## src/rtl/uart_rx_ctrl_if.sv

```systemverilog
// uart_rx_ctrl_if: groups the receiver handshake, host FIFO read port and
// status/interrupt signals of uart_rx_ctrl.
//   master : receiver + host side (drives rx_*, pop, clr_status, int_en)
//   slave  : uart_rx_ctrl (drives rx_ack, pop_*, empty, full, level, status, irq)
// DEPTH must match the DEPTH of the attached uart_rx_ctrl.
interface uart_rx_ctrl_if #(
   parameter int unsigned DEPTH = 8
);
   localparam int unsigned LW = $clog2(DEPTH) + 1;

   logic          rx_rdy;
   logic [7:0]    rx_data;
   logic          rx_perr;
   logic          rx_ferr;
   logic          rx_ack;
   logic          pop;
   logic [7:0]    pop_data;
   logic          pop_perr;
   logic          empty;
   logic          full;
   logic [LW-1:0] level;
   logic          overflow;
   logic          framing;
   logic          clr_status;
   logic          int_en;
   logic          irq;

   modport master (
      output rx_rdy, rx_data, rx_perr, rx_ferr, pop, clr_status, int_en,
      input  rx_ack, pop_data, pop_perr, empty, full, level, overflow, framing, irq
   );

   modport slave (
      input  rx_rdy, rx_data, rx_perr, rx_ferr, pop, clr_status, int_en,
      output rx_ack, pop_data, pop_perr, empty, full, level, overflow, framing, irq
   );
endinterface

```

## src/rtl/uart_rx_ctrl.sv

```systemverilog
// uart_rx_ctrl: captures bytes from a level-handshake UART receiver into a
// show-ahead FIFO, tracks sticky overflow/framing status and raises a
// registered interrupt.
//   clk   : sole clock, rising edge
//   reset : synchronous, active-high
//   bus   : uart_rx_ctrl_if.slave (receiver handshake, host pop port, status, irq)
// DEPTH is a power of 2 in 2..64; THRESH is in 1..DEPTH.
module uart_rx_ctrl #(
   parameter int unsigned DEPTH  = 8,
   parameter int unsigned THRESH = 4
) (
   input logic          clk,
   input logic          reset,
   uart_rx_ctrl_if.slave bus
);
   localparam int unsigned PW = $clog2(DEPTH);
   localparam int unsigned LW = PW + 1;

   localparam logic [1:0] StIdle    = 2'd0;
   localparam logic [1:0] StAck     = 2'd1;
   localparam logic [1:0] StWaitLow = 2'd2;

   logic [1:0]    state_q, state_d;
   logic [PW-1:0] wr_ptr_q, rd_ptr_q;
   logic [LW-1:0] level_q, level_d;
   logic          overflow_q, framing_q, irq_q;
   logic [8:0]    mem [DEPTH];

   logic empty, full, capture, push, pop_eff, drop;

   assign empty   = (level_q == '0);
   assign full    = (level_q == LW'(DEPTH));
   assign capture = (state_q == StIdle) && bus.rx_rdy;
   assign pop_eff = bus.pop && !empty;
   // A full FIFO still accepts the byte when the host pops in the same cycle.
   assign push    = capture && (!full || bus.pop);
   assign drop    = capture && full && !bus.pop;

   always_comb begin
      state_d = state_q;
      case (state_q)
         StIdle:    if (bus.rx_rdy) state_d = StAck;
         StAck:     state_d = StWaitLow;
         StWaitLow: if (!bus.rx_rdy) state_d = StIdle;
         default:   state_d = StIdle;
      endcase
   end

   always_comb begin
      level_d = level_q;
      if (push && !pop_eff) begin
         level_d = level_q + LW'(1);
      end else if (!push && pop_eff) begin
         level_d = level_q - LW'(1);
      end
   end

   always_ff @(posedge clk) begin
      if (reset) begin
         state_q    <= StIdle;
         wr_ptr_q   <= '0;
         rd_ptr_q   <= '0;
         level_q    <= '0;
         overflow_q <= 1'b0;
         framing_q  <= 1'b0;
         irq_q      <= 1'b0;
      end else begin
         state_q <= state_d;
         level_q <= level_d;
         if (push) wr_ptr_q <= wr_ptr_q + PW'(1);
         if (pop_eff) rd_ptr_q <= rd_ptr_q + PW'(1);
         // Set has priority over clear.
         if (drop) overflow_q <= 1'b1;
         else if (bus.clr_status) overflow_q <= 1'b0;
         if (bus.rx_ferr) framing_q <= 1'b1;
         else if (bus.clr_status) framing_q <= 1'b0;
         irq_q <= bus.int_en & ((level_q >= LW'(THRESH)) | overflow_q | framing_q);
      end
   end

   // Storage is intentionally not reset.
   always_ff @(posedge clk) begin
      if (!reset && push) mem[wr_ptr_q] <= {bus.rx_perr, bus.rx_data};
   end

   assign bus.rx_ack   = (state_q == StAck);
   assign bus.pop_data = mem[rd_ptr_q][7:0];
   assign bus.pop_perr = mem[rd_ptr_q][8];
   assign bus.empty    = empty;
   assign bus.full     = full;
   assign bus.level    = level_q;
   assign bus.overflow = overflow_q;
   assign bus.framing  = framing_q;
   assign bus.irq      = irq_q;
endmodule

```

## src/flat_wrapper.sv

```systemverilog
// flat-port wrapper written by rule: the top's interface ports become plain ports
module uart_rx_ctrl_flat 
#(
   parameter int unsigned DEPTH  = 8,
   parameter int unsigned THRESH = 4
)
  (clk, reset, bus_rx_rdy, bus_rx_data, bus_rx_perr, bus_rx_ferr, bus_pop, bus_clr_status, bus_int_en, bus_rx_ack, bus_pop_data, bus_pop_perr, bus_empty, bus_full, bus_level, bus_overflow, bus_framing, bus_irq);
  uart_rx_ctrl_if #(.DEPTH(DEPTH)) bus_i ();
  input logic clk;
  input logic reset;
  input wire logic [$bits(bus_i.rx_rdy)-1:0] bus_rx_rdy;
  input wire logic [$bits(bus_i.rx_data)-1:0] bus_rx_data;
  input wire logic [$bits(bus_i.rx_perr)-1:0] bus_rx_perr;
  input wire logic [$bits(bus_i.rx_ferr)-1:0] bus_rx_ferr;
  input wire logic [$bits(bus_i.pop)-1:0] bus_pop;
  input wire logic [$bits(bus_i.clr_status)-1:0] bus_clr_status;
  input wire logic [$bits(bus_i.int_en)-1:0] bus_int_en;
  output wire logic [$bits(bus_i.rx_ack)-1:0] bus_rx_ack;
  output wire logic [$bits(bus_i.pop_data)-1:0] bus_pop_data;
  output wire logic [$bits(bus_i.pop_perr)-1:0] bus_pop_perr;
  output wire logic [$bits(bus_i.empty)-1:0] bus_empty;
  output wire logic [$bits(bus_i.full)-1:0] bus_full;
  output wire logic [$bits(bus_i.level)-1:0] bus_level;
  output wire logic [$bits(bus_i.overflow)-1:0] bus_overflow;
  output wire logic [$bits(bus_i.framing)-1:0] bus_framing;
  output wire logic [$bits(bus_i.irq)-1:0] bus_irq;
  assign bus_i.rx_rdy = bus_rx_rdy;
  assign bus_i.rx_data = bus_rx_data;
  assign bus_i.rx_perr = bus_rx_perr;
  assign bus_i.rx_ferr = bus_rx_ferr;
  assign bus_i.pop = bus_pop;
  assign bus_i.clr_status = bus_clr_status;
  assign bus_i.int_en = bus_int_en;
  assign bus_rx_ack = bus_i.rx_ack;
  assign bus_pop_data = bus_i.pop_data;
  assign bus_pop_perr = bus_i.pop_perr;
  assign bus_empty = bus_i.empty;
  assign bus_full = bus_i.full;
  assign bus_level = bus_i.level;
  assign bus_overflow = bus_i.overflow;
  assign bus_framing = bus_i.framing;
  assign bus_irq = bus_i.irq;
  uart_rx_ctrl #(.DEPTH(DEPTH), .THRESH(THRESH)) u_core (.clk(clk), .reset(reset), .bus(bus_i));
endmodule
```

## config.mk

```make
export PLATFORM = sky130hd
export DESIGN_NAME = uart_rx_ctrl_flat
export DESIGN_NICKNAME = d
export VERILOG_FILES = /design/src/rtl/uart_rx_ctrl_if.sv /design/src/rtl/uart_rx_ctrl.sv /design/src/flat_wrapper.sv
export SDC_FILE = /design/constraint.sdc
export NUM_CORES = 1
export LEC_CHECK = 0
export CAP_MARGIN = 40
export CORE_ASPECT_RATIO = 1.75
export CORE_MARGIN = 2
export CORE_UTILIZATION = 50
export DETAILED_ROUTE_END_ITERATION = 7
export PLACE_DENSITY_LB_ADDON = 0.15
export SLEW_MARGIN = 40
export SYNTH_ARGS = -nofsm -noshare
export SYNTH_HDL_FRONTEND = slang
export SYNTH_SLANG_ARGS = --single-unit
export TNS_END_PERCENT = 20
```

## constraint.sdc

```tcl
create_clock -name clk -period 2.9 [get_ports clk]
set_clock_uncertainty 0.2 [all_clocks]
set_input_delay 0.87 -clock clk [delete_from_list [all_inputs] [get_ports clk]]
set_output_delay 0.87 -clock clk [all_outputs]
set_load 0.02 [all_outputs]
```

==> impl_metrics.json <==
{
  "drive_gt1_share_pct": 32.1,
  "finalSetupTns_ns": -0.100,
  "maxSlewHeadroom_pct": 69.8,
  "async_flop_share_pct": 0,
  "row_count": 41,
  "p_clk_share_pct": 27.6,
  "final_util_pct": 65.0,
  "dr.pass1.iters": 4,
  "r2r_end": "u_core.bus.level[3]$_SDFFE_PP0P_",
  "p_int_mw": 2.87,
  "p_sw_mw": 1.02,
  "grt_overflow": 0,
  "synth_edf_count": 72,
  "r2r_slack_ns": 0.38,
  "r2r_cells": 9,
  "num_vias": 1903,
  "ir_worst_vdd_v": 0.000557,
  "grt_pass1_wl_um": 10600,
  "final_common_cell": "edfxtp_1",
  "ys_seq_area_share_pct": 69.1,
  "start_kind": "flop",
  "drt_iter0_markers": 119,
  "wirelength_um": 7080,
  "rsz0062_at_grt": "yes",
  "ant_nets": 0,
  "portBuffers": 34,
  "hold_viol": 0,
  "cp_max_fo": 4,
  "drv_slew": 0,
  "crit_path_end_kind": "output pin",
  "drcViolationCount": 0,
  "cp_cell_sequence": "clkbuf_16 > mux4_2 > mux2_4 > buf_6",
  "violations": "negative setup slack",
  "die_x_um": 68.6,
  "clock.fmax_mhz": 339,
  "synth.ff_latch_count": 90,
  "final_cell_mix": "edfxtp_1, clkdlybuf4s50_1, buf_4",
  "crit_type": "reg2out",
  "antenna_found_initial": 0,
  "grt_max_degree": 19,
  "switching_share_pct": 26.3,
  "gp_congestion": 0.690,
  "yosys.cell_types.count": 33,
  "syn_avg_cell_area_um2": 18.6,
  "cts-root-buf": "clkbuf_16",
  "num_io_pins": 35,
  "place_area_mm2": 0.00425,
  "clk_pin_slew_ns": 0.05,
  "setup_violations": 5,
  "p_per_area_mw_per_mm2": 839,
  "outcome": "complete, but fails checks",
  "placed_cells": 330,
  "holdWs_ns": 0.306,
  "leakage_nw": 1.62,
  "grt_pass1_vias": 2051,
  "syn_inst": 196,
  "power_frac_seq_pct": 40.0,
  "clock_path_buffers": 2,
  "vias_per_cell": 5.42,
  "avgRoutedWirePerCell_um": 20.2,
  "grtUsageTotal_pct": 19.9,
  "synth_nets": 218,
  "dieArea_mm2": 0.00802,
  "core_area_mm2": 0.00713,
  "period_needed_ns": 2.95,
  "worstReg2RegStart": "u_core.bus.level[0]$_SDFFE_PP0P_",
  "worstPathRequired_ns": 1.83,
  "fin_cells": 351,
  "mappedNetlistArea_mm2": 0.00365,
  "num_antenna_cells": 0,
  "final_nets": 282,
  "design_area_mm2": 0.00463,
  "clk_latency_ns": 0.33,
  "numCtsBuffers": 9,
  "synth_ff_type": "edfxtp_1",
  "cap_violations": 0,
  "cpPeakStageDelay_ns": 0.53,
  "cts_tree": "yes",
  "n_fill_cell": 492,
  "cts_max_level": 3,
  "total_power_mw": 3.89,
  "hold_buffers": 0,
  "yosys_warnings": 0,
  "arrival_ns": 1.88,
  "dp_hpwl_um": 4500,
  "dp_slack_ns": -0.513,
  "min_period_over_period_pct": 102,
  "p_comb_share_pct": 32.4,
  "cp_slowest_cell": "mux4_2",
  "hold_class": "reg2reg",
  "clock-sinks": 90,
  "areaGrowthSynthToFinish_pct": 27.0,
  "fp.dieH_um": 117,
  "cp-endpoint": "bus_pop_data[2]",
  "initial_core_util_pct": 51.2,
  "fin_ws_ns": -0.0498,
  "tightest_slew_ns": 0.452
}
-- cells in the mapped netlist, drive strengths merged, types with 2 or more instances --
master	n	area [um^2]
xnor2	2	17.5
clkbuf	4	15.0
nor4	2	12.5
inv	6	22.5
or2	2	12.5
nand2	3	11.3
nor2	17	63.8
ha	5	62.6
edfxtp	72	2160
mux2i	4	40.0
nand2b	4	25.0
mux2	10	113
buf	4	40.0
mux4	18	473
nor3	6	30.0
a21oi	6	41.3
xor2	2	17.5
dfxtp	18	360
-- kinds of logic after synthesis --
family / synth area share (%)
xor gates and xnor gates: 0.960
adders and majority gates: 2.26
and+or+nand+nor: 5.86
AOI/OAI and AO/OA: 2.50
muxes: 17.1
DFF: 69.1
buffers and inverters: 2.13
-- repair_timing --
item,4_1_cts,5_1_grt
setup buffers,3,0
endpoints found under the setup margin,12,10
pin swaps,3,1
gates resized for setup,53,34
cloned,2,1
-- layer usage --
metal	wire, um	track usage (%)	up-vias	share of wire, %
met2	4230	37.6	50	60
li1	-	-	896	-
met1	2410	19.6	942	34
met3	277	4.97	15	3.9
met5	0	0	-	0
met4	172	8.40	0	2.4
-- area by class of cell --
class                           instances  area [um^2]  area share, %
Clock buffer                           12          236           5.11
Clock inverter                          4         42.5          0.918
Inverter                                6         25.0          0.540
Multi-Input combinational cell         92         1070           23.0
Sequential cell                        90         2530           54.5
Tap cell                               86          108           2.32
Timing Repair Buffer                   61          627           13.5
-- how the worst min path moves through the flow --
stage / start / end / slack, ns / depth (start not counted)
global route: u_core.wr_ptr_q[0]$_SDFFE_PP0P_ / u_core.wr_ptr_q[0]$_SDFFE_PP0P_ / 0.34 / 2
finish: u_core.state_q[1]$_SDFFE_PP0P_ / u_core.state_q[1]$_SDFFE_PP0P_ / 0.31 / 2
floorplan: u_core.state_q[1]$_SDFFE_PP0P_ / u_core.state_q[1]$_SDFFE_PP0P_ / 0.27 / 2
global placement: u_core.wr_ptr_q[0]$_SDFFE_PP0P_ / u_core.wr_ptr_q[0]$_SDFFE_PP0P_ / 0.29 / 2
CTS: u_core.state_q[1]$_SDFFE_PP0P_ / u_core.state_q[1]$_SDFFE_PP0P_ / 0.30 / 2
detailed placement: u_core.state_q[1]$_SDFFE_PP0P_ / u_core.state_q[1]$_SDFFE_PP0P_ / 0.29 / 2
-- flip-flops by register name (all words and copies together), names as in the netlist, named ones only --
signal	cells
u_core.mem	72
u_core.bus.irq	1
u_core.bus.framing	1
u_core.rd_ptr_q	3
u_core.state_q	2
u_core.wr_ptr_q	3
u_core.bus.overflow	1
u_core.bus.level	4
-- power by group through the flow --
stage / sequential, mW / clock [mW] / combinational (mW)
2_1_floorplan: 1.58 / 0 / 0.644
3_3_place_gp: 1.55 / 0 / 1.00
3_5_place_dp: 1.55 / 0 / 1.04
4_1_cts: 1.55 / 1.10 / 1.17
5_1_grt: 1.56 / 1.15 / 1.35
6_report: 1.55 / 1.07 / 1.26
-- worst max-delay path: cells and delay by family, from the launching register on --
kind,cells,cell delay (ns)
buf+inv,2,0.30
flops,1,0.42
mux,2,0.82
Note: power is estimated with default switching activity, not from simulation.
